### config.mk
export PLATFORM = sky130hd
export DESIGN_NAME = serial_adder
export DESIGN_NICKNAME = d
export VERILOG_FILES = /design/src/rtl/serial_adder.sv
export SDC_FILE = /design/constraint.sdc
export NUM_CORES = 1
export LEC_CHECK = 0
export ABC_AREA = 1
export BUFFER_PORTS_ARGS = -buffer_cell sky130_fd_sc_hd__buf_2
export CAP_MARGIN = 20
export CORE_MARGIN = 10
export CORE_UTILIZATION = 54
export DETAILED_ROUTE_END_ITERATION = 8
export PLACE_DENSITY = 0.78
export SLEW_MARGIN = 20
export SYNTH_ARGS = -nofsm -noshare
export SYNTH_HDL_FRONTEND = slang
export SYNTH_SLANG_ARGS = --single-unit
export TNS_END_PERCENT = 1
### constraint.sdc
create_clock -name clk -period 1.55 [get_ports clk]
set_clock_uncertainty 0.2 [all_clocks]
set_input_delay 0.0775 -clock clk [delete_from_list [all_inputs] [get_ports clk]]
set_output_delay 0.0775 -clock clk [all_outputs]
set_load 0.1 [all_outputs]
### src/rtl/serial_adder.sv
// Bit-serial adder/subtractor. It processes one bit per clock, LSB first, through a single full-adder cell.
// Defining SERIAL_ADDER_OVF_EN adds a registered signed-overflow output, ovf.
module serial_adder #(
  parameter int WIDTH = 8
) (
  input  logic             clk,
  input  logic             rst_n,
  input  logic             start,
  input  logic             sub,
  input  logic [WIDTH-1:0] a,
  input  logic [WIDTH-1:0] b,
  input  logic             cin,
  output logic             busy,
  output logic             done,
  output logic [WIDTH-1:0] sum,
  output logic             cout
`ifdef SERIAL_ADDER_OVF_EN
  ,
  output logic             ovf
`endif
);

  localparam int CW = $clog2(WIDTH);

  typedef enum logic {
    IDLE = 1'b0,
    RUN  = 1'b1
  } state_t;

  state_t           state;
  logic [WIDTH-1:0] a_sh;
  logic [WIDTH-1:0] b_sh;
  logic [WIDTH-1:0] acc;
  logic             carry;
  logic [CW-1:0]    cnt;

  logic bit_sum;
  logic bit_carry;
  logic last_bit;

  // Full-adder cell. It works on the current LSB of the two operand shift registers.
  assign bit_sum   = a_sh[0] ^ b_sh[0] ^ carry;
  assign bit_carry = (a_sh[0] & b_sh[0]) | (a_sh[0] & carry) | (b_sh[0] & carry);
  assign last_bit  = (cnt == CW'(WIDTH - 1));
  assign busy      = (state == RUN);

  always_ff @(posedge clk or negedge rst_n) begin
    if (!rst_n) begin
      state <= IDLE;
      a_sh  <= '0;
      b_sh  <= '0;
      acc   <= '0;
      carry <= 1'b0;
      cnt   <= '0;
      done  <= 1'b0;
      sum   <= '0;
      cout  <= 1'b0;
`ifdef SERIAL_ADDER_OVF_EN
      ovf   <= 1'b0;
`endif
    end else begin
      done <= 1'b0;
      case (state)
        IDLE: begin
          if (start) begin
            // Subtraction is computed as a + ~b + 1. cin is irrelevant in that mode.
            a_sh  <= a;
            b_sh  <= sub ? ~b : b;
            carry <= sub ? 1'b1 : cin;
            cnt   <= '0;
            state <= RUN;
          end
        end
        RUN: begin
          a_sh  <= a_sh >> 1;
          b_sh  <= b_sh >> 1;
          acc   <= {bit_sum, acc[WIDTH-1:1]};
          carry <= bit_carry;
          cnt   <= cnt + CW'(1);
          if (last_bit) begin
            // The visible result changes only here, so sum and cout hold steady during RUN.
            state <= IDLE;
            sum   <= {bit_sum, acc[WIDTH-1:1]};
            cout  <= bit_carry;
`ifdef SERIAL_ADDER_OVF_EN
            ovf   <= carry ^ bit_carry;
`endif
            done  <= 1'b1;
          end
        end
        default: state <= IDLE;
      endcase
    end
  end

endmodule

Word level (Yosys, flattened, before mapping)
Cells that the tools add are included.
{"block": "totals", "ff_bits": 39, "latchBits": 0, "ramBits": 0, "mem_bits_ro": 0, "inputBits": 21, "out_inout_bits": 11, "mem_count": 0}
{"block": "op_classes", "n_addsub": 1, "n_mul": 0, "n_div": 0, "magnitude_cmp": 0, "eq_ne": 2, "shift": 0, "muxes": 15, "n_bitwise": 9, "reduce_logical": 1}
{"cell": "$pmux 8 s2", "n": 2}
{"cell": "$mux 8", "n": 3}
{"cell": "$not 8->8", "n": 1}
{"cell": "$mux 1", "n": 6}
{"cell": "$pmux 3 s2", "n": 1}
{"cell": "$pmux 1 s2", "n": 2}
{"cell": "$add 3x1->3 const B", "n": 1}
{"cell": "$and 1x1->1", "n": 3}
{"cell": "$eq 3x3->1 const B", "n": 1}
{"cell": "$mux 3", "n": 1}
{"cell": "$ne 2x2->1 const B", "n": 1}
{"cell": "$or 1x1->1", "n": 2}
{"cell": "$reduce_and 2->1", "n": 1}
{"cell": "$xor 1x1->1", "n": 2}
{"cell": "$not 1->1", "n": 1}

Depth between registers and ports, before layout
Gate-level depths: netlist of run 1.
{"block": "depth", "ltp_word": 4, "depth_mapped": 6}

Worst setup path before layout of run 1
Ideal clock, no wire load.
{"block": "synth_timing", "kind": "register to register", "from": "register state, in the netlist busy", "to": "register sum[3]", "setup_time_ns": 0.122, "arrival_time_ns": 1.524, "setup_slack_ns": -0.297, "path_stages_with_launch": 6, "period_less_slack_ns": 1.847, "path_cell_list": "dfrtp_1 > buf_6 > nand2_4 > buf_6 > nand2_1 > o21ai_2"}
{"block": "synth_via", "elab_chain_cells": 1}
{"element": "from (decl)", "line": "30", "source": "state_t state;"}
{"element": "from (signal assigned)", "line": "49", "source": "state <= IDLE;"}
{"element": "from (signal assigned)", "line": "71", "source": "state <= RUN;"}
{"element": "from (signal assigned)", "line": "82", "source": "state <= IDLE;"}
{"element": "$reduce_and 2->1 (no line)"}
{"element": "to (signal assigned)", "line": "83", "source": "sum <= {bit_sum, acc[WIDTH-1:1]};"}
{"element": "to (decl)", "line": "15", "source": "output logic [WIDTH-1:0] sum,"}
No other way between the ends.
A chain may end at the register's enable or synchronous reset.

Final worst setup path of run 1
{"block": "layout_timing", "from": "input port b[7]", "to": "register b_sh[7]"}
{"block": "layout_via", "elab_chain_cells": 4}
{"element": "from (decl)", "line": "11", "source": "input logic [WIDTH-1:0] b,"}
{"element": "$not 8->8", "line": "68", "source": "b_sh <= sub ? ~b : b;"}
{"element": "$mux 8 (*)", "line": "68"}
{"element": "$mux 8 (*)", "line": "65", "source": "if (start) begin"}
{"element": "$pmux 8 s2 (*)", "line": "63", "source": "case (state)"}
{"element": "to (signal assigned)", "line": "68"}
{"element": "to (signal assigned)", "line": "76", "source": "b_sh <= b_sh >> 1;"}
{"element": "to (decl)", "line": "32", "source": "logic [WIDTH-1:0] b_sh;"}
Every way passes the cells marked *; elsewhere a longest branch is shown, timed or not. The select of a mux whose other input is x is not followed.

==> impl_metrics.csv, run 1 <==
group,metric,value,unit
outcome,outcome,"finished with violations",
outcome,failed_checks,"negative hold slack",
floorplan,die_w,77.5,um
clocking,cts_max_level,2,
sta,hold_viol,14,
global_routing,grt_overflow,0,
sta,rsz0062_at_grt,"false",
placement,dp_hpwl,2380,um
power_and_ir_drop,vdd_drop_max,0.000895,V
global_routing,grt_usage,0.134,
placement,routabilityCongestion,0.734,
synthesis,synth_top_area_cell,"dfrtp_1",
worst_setup_path,crit_arrival,1.57,ns
global_routing,antenna_found_initial,0,
sta,worst_pin_slew,0.488,ns
routing,via_per_inst,4.70,
synthesis,syn_area,0.00179,mm2
routing,dr.pass1.iters,4,
layout,fillers,242,
routing,wirelength,3840,um
clocking,clkSlewWorstSetupHoldPaths,0.11,ns
min_path,hold_path_class,"in -> async",
power_and_ir_drop,finalPower,4430,uW
layout,syn_to_final_growth,31.7,%
sta,fin_crit_sh,0.958,
power_and_ir_drop,leakage,0.00130,uW
clocking,cts_setup_buffers,0,
worst_setup_path,start_kind,"primary input",
synthesis,yosysSeqAreaShare,0.533,
worst_setup_path,criticalPathCategory,"in -> reg",
power_and_ir_drop,powerDensity,1890,mW/mm2
synthesis,synth_cells,206,
worst_setup_path,cp_data_required_time,1.63,ns
worst_setup_path,cp_max_fo,2,
floorplan,chipHeight,77.5,um
layout,multi_input_comb_area,651,um2
synthesis,ys_warn_count,0,
synthesis,yosys.area_share.simple,0.256,
floorplan,dieArea,0.00601,mm2
synthesis,synth-seq-cells,38,
placement,placed_area,0.00201,mm2
synthesis,synth-xor-area-share,0,
sta,fmax,0.673,GHz
sta,hold_ws,-0.00765,ns
layout,fin_area,0.00235,mm2
floorplan,core_area,0.00310,mm2
sta,fin_crit,1.49,ns
synthesis,synth_top_cells_by_area,"dfrtp_1 (53%), nand2_1 (18%), inv_1 (5.3%), nand3_1 (4.2%), buf_6 (3.8%)",
layout,layout_common_cells,"nand2_1 (87), dfrtp_1 (37), buf_2 (30)",
synthesis,synthMuxAreaShare,0,
placement,io_buffers,31,
routing,vias,1465,
clocking,cts_tree,"yes",
sta,relSlewSlack,0.677,
worst_setup_path,reg2regPathDepth,6,
routing,post_drt_wl_per_cell,12.3,um
routing,initialDrtViolationCount,81,
routing,antenna_left,0,
clocking,ctsRootBufferMaster,"clkbuf_4",
synthesis,synth_top_family_by_area,"simple AND/OR/NAND/NOR gates",
floorplan,start_util,0.575,
sta,slew_viol_final,0,
layout,drive_above_1_share,0.220,
sta,finalSetupTns,0,ns
clocking,cts_made_buffers,5,
synthesis,synth_nets,230,
clocking,clock_sinks,38,
synthesis,synth_compound_gate_area_share,0.0827,
floorplan,rows,20,
global_routing,grt_pass1_wl,6590,um
clocking,cts_max_path_buffers,2,
synthesis,yosys.area.top_type_share,0.533,
job,drv_cap,0,
synthesis,synthAdderAreaFrac,0.0252,
floorplan,ios,32,
layout,antenna_cells,0,
clocking,insertion_delay,0.34,ns
synthesis,synth.distinct_cells,18,
layout,layout.cells.most_common,"nand2_1",
global_routing,grt_max_degree,22,
layout,final-seq-area,955,um2
synthesis,syn_avg_cell_area,8.67,um2
clocking,cts_resized,0,
layout,nNetsFinal,291,
worst_setup_path,crit_path_end_kind,"register",
global_routing,grt_pass1_vias,1472,
sta,setup_viol,0,
routing,drc,0,
registers in the layout, summed over array words and instances, names as in the netlist:
signal / flops
a_sh: 8
acc: 7
b_sh: 8
busy: 1
carry: 1
cnt: 3
cout: 1
done: 1
sum: 8
Yosys cell counts:
cell and count:
nor2_1 1, nor2_4 1, nand2_1 87, ha_1 2
nand3_1 15, buf_6 6, a21oi_2 3, inv_1 25
nand3_2 1, o21ai_0 8, a21oi_1 4, fa_1 1
buf_2 3, dfrtp_1 38, o21ai_2 7, nor2_8 1
inv_2 2, nand2_4 1
routing by layer:
metal  track usage  wire length [um]  up-vias
met4        0.0347                24        0
met2         0.232              1890       49
met5             0                 0        -
li1              -                 -      749
met3        0.0634               350        2
met1         0.142              1580      665
worst max-delay path, stage by stage:
cell and delay (ns):
dlygate4sd3_1 0.53, buf_2 0.13, nand2_1 0.07, dlygate4sd3_1 0.60, nand3_2 0.08, nand2_1 0.07
metrics by stage:
stage / utilization / setup slack, ns / instances
2_1_floorplan: - / 0.0712 / 206
3_3_place_gp: 0.647 / 0.169 / 277
3_5_place_dp: 0.647 / 0.128 / 277
4_1_cts: 0.758 / 0.0701 / 312
5_1_grt: 0.758 / 0.0287 / 312
6_report: 0.758 / 0.0646 / 312
final timing paths:
| kind | start | to | slack [ns] |
|---|---|---|---|
| max | b[7] | b_sh[7]$_DFFE_PN0P_ | 0.06 |
| min | rst_n | acc[7]$_DFFE_PN0P_ | -0.008 |
| max reg2reg | cnt[0]$_DFFE_PN0P_ | sum[4]$_DFFE_PN0P_ | 0.11 |
| min reg2reg | sum[0]$_DFFE_PN0P_ | sum[0]$_DFFE_PN0P_ | 0.29 |
| max in group asynchronous | rst_n | b_sh[7]$_DFFE_PN0P_ | 0.57 |
| min in group clk | sub | carry$_DFFE_PN0P_ | 0.06 |
cell families (layout without fill, tap and decap cells):
| kind of cell | after synthesis | after routing |
|---|---|---|
| flip-flops | 38 | 38 |
| AO/OA/AOI/OAI | 22 | 22 |
| adder cells (fa/ha/maj) | 3 | 3 |
| buffers and inverters | 36 | 98 |
| AND/OR/NAND/NOR | 107 | 107 |
cell type report:
type	instances	area share
Multi-Input combinational cell	132	0.277
Timing Repair Buffer	63	0.219
Sequential cell	38	0.406
Inverter	27	0.0431
Clock inverter	1	0.0128
Tap cell	44	0.0234
Clock buffer	7	0.0191
power by group:
group	total (uW)	leakage (uW)	internal, uW	switching (uW)
clock network	660	0.0000395	342	318
logic	2100	0.000767	642	1450
registers	1680	0.000492	1390	291
what timing repair did:
action                                  in CTS  in global routing
hold buffers                                27                  0
hold endpoints to repair                    59                  0
endpoints found under the setup margin       0                  0
Note: power is estimated with default switching activity, not from simulation.
==> inputs of run 2 (changes only) <==
--- a/config.mk
+++ b/config.mk
@@ -9,9 +9,8 @@
 export BUFFER_PORTS_ARGS = -buffer_cell sky130_fd_sc_hd__buf_2
 export CAP_MARGIN = 20
 export CORE_MARGIN = 10
-export CORE_UTILIZATION = 54
+export CORE_UTILIZATION = 30
 export DETAILED_ROUTE_END_ITERATION = 8
-export PLACE_DENSITY = 0.78
 export SLEW_MARGIN = 20
 export SYNTH_ARGS = -nofsm -noshare
 export SYNTH_HDL_FRONTEND = slang
==> impl_metrics.csv, run 2 (synthesis results as in run 1) <==
group,metric,value,unit
worst_setup_path,slowest_stage,"dlygate4sd3_1",
placement,io_buffers,31,
sta,fin_crit,1.47,ns
worst_setup_path,crit_end,"b_sh[3]$_DFFE_PN0P_",
global_routing,grt_usage,0.0820,
worst_setup_path,crit_path_end_kind,"register",
routing,drc,0,
clocking,cts_max_path_buffers,2,
job,drv_cap,0,
worst_setup_path,criticalPathCategory,"in -> reg",
sta,worst_pin_slew,0.495,ns
min_path,hold_path_class,"in -> reg",
placement,placed_area,0.00204,mm2
worst_setup_path,regToRegEndpoint,"sum[3]$_DFFE_PN0P_",
worst_setup_path,path_depth,6,
sta,finalSetupTns,0,ns
layout,final-seq-area,955,um2
clocking,cts_max_level,2,
clocking,cts_tree,"yes",
power_and_ir_drop,leakage,0.00130,uW
clocking,cts_made_buffers,5,
sta,setup_viol,0,
layout,multi_input_comb_area,651,um2
layout,fillers,596,
sta,fin_ws,0.0763,ns
routing,initialDrtViolationCount,31,
routing,via_per_inst,4.20,
floorplan,die_w,97.1,um
sta,relSlewSlack,0.672,
sta,fmax,0.679,GHz
worst_setup_path,cp_data_required_time,1.52,ns
sta,rsz0062_at_grt,"false",
sta,slew_viol_final,0,
clocking,clock_sinks,38,
routing,vias,1435,
layout,syn_to_final_growth,32.9,%
layout,layout.cells.most_common,"nand2_1",
worst_setup_path,cp_max_fo,2,
clocking,ctsRootBufferMaster,"clkbuf_8",
global_routing,grt_max_degree,18,
layout,fin_area,0.00237,mm2
power_and_ir_drop,powerDensity,1850,mW/mm2
worst_setup_path,cp.buffers_inverters,3,
global_routing,antenna_found_initial,0,
floorplan,dieArea,0.00944,mm2
global_routing,grt_overflow,0,
worst_setup_path,cp_top_family,"buffers and inverters",
clocking,cts_resized,0,
layout,layout_common_cells,"nand2_1 (87), dfrtp_1 (37), buf_2 (30)",
power_and_ir_drop,vdd_drop_max,0.00118,V
floorplan,ios,32,
placement,dp_hpwl,2620,um
worst_setup_path,worstSetupStartpoint,"b[3]",
layout,antenna_cells,0,
worst_setup_path,max_stage_delay,0.55,ns
placement,place_inst,309,
sta,hold_viol,0,
worst_setup_path,crit_arrival,1.45,ns
layout,instances_no_fill,342,
floorplan,start_util,0.305,
clocking,ctsHoldBuffers,25,
worst_setup_path,start_kind,"primary input",
worst_setup_path,reg2regPathDepth,6,
worst_setup_path,reg2reg_slack,0.10,ns
layout,nNetsFinal,290,
placement,pre_cts_ws,0.107,ns
global_routing,grt_pass1_vias,1498,
worst_setup_path,crit_chain,"dlygate4sd3_1 -> buf_2 -> nand2_1 -> dlygate4sd3_1 -> nand3_1 -> nand2_1",
routing,wirelength,3600,um
floorplan,chipHeight,97.1,um
routing,antenna_left,0,
routing,dr.pass1.iters,4,
clocking,cts_setup_buffers,0,
outcome,outcome,"complete, no violations",
floorplan,rows,28,
sta,fin_crit_sh,0.951,
layout,top_regs,"a_sh: 8 flops, b_sh: 8 flops, sum: 8 flops",
clocking,clkSlewWorstSetupHoldPaths,0.07,ns
placement,routabilityCongestion,0.725,
global_routing,grt_pass1_wl,6540,um
worst_setup_path,timing.rr.start,"cnt[0]$_DFFE_PN0P_",
floorplan,core_area,0.00585,mm2
layout,drive_above_1_share,0.228,
clocking,insertion_delay,0.29,ns
routing,post_drt_wl_per_cell,10.5,um
run 2: worst min-delay path by stage:
stage                     startpoint  cells after the start             endpoint  slack [ns]
final                            sub                      4  b_sh[1]$_DFFE_PN0P_       0.005
after global routing             sub                      4  b_sh[0]$_DFFE_PN0P_        0.03
after CTS                        sub                      4  b_sh[0]$_DFFE_PN0P_       0.005
after detailed placement       rst_n                      1   sum[1]$_DFFE_PN0P_       -0.20
after global placement         rst_n                      1   sum[0]$_DFFE_PN0P_       -0.20
after floorplan                rst_n                      0  a_sh[0]$_DFFE_PN0P_       -0.42
run 2: final cells by class:
cell class	instances	share of cell area
multi-input combinational	132	0.274
timing repair buffer	62	0.207
clock inverter	2	0.00422
inverter	27	0.0427
sequential	38	0.402
tap	75	0.0395
clock buffer	6	0.0306
run 2: power breakdown:
part / internal (uW) / switching (uW)
Sequential: 1390 / 278
Clock: 312 / 334
Combinational: 614 / 1460
run 2: worst reg2reg max path, delay by kind of cell (launching register included):
kind            cells  cell delay (ns)
fa+ha+maj           2             0.40
compound gates      1             0.05
simple gates        2             0.19
buf+inv             1             0.14
flops               1             0.39
run 2: metrics by stage:
stage	hold slack (ns)	power (uW)	utilization
2_1_floorplan	-0.418	3310	-
3_3_place_gp	-0.197	3700	0.349
3_5_place_dp	-0.199	3740	0.349
4_1_cts	0.00517	4450	0.406
5_1_grt	0.0344	4740	0.406
6_report	0.00451	4390	0.406
run 2: metal layers:
layer	global-route usage	wire length, um
met4	0.0306	35
met2	0.131	1540
met3	0.0327	208
met5	0	0
met1	0.0962	1820
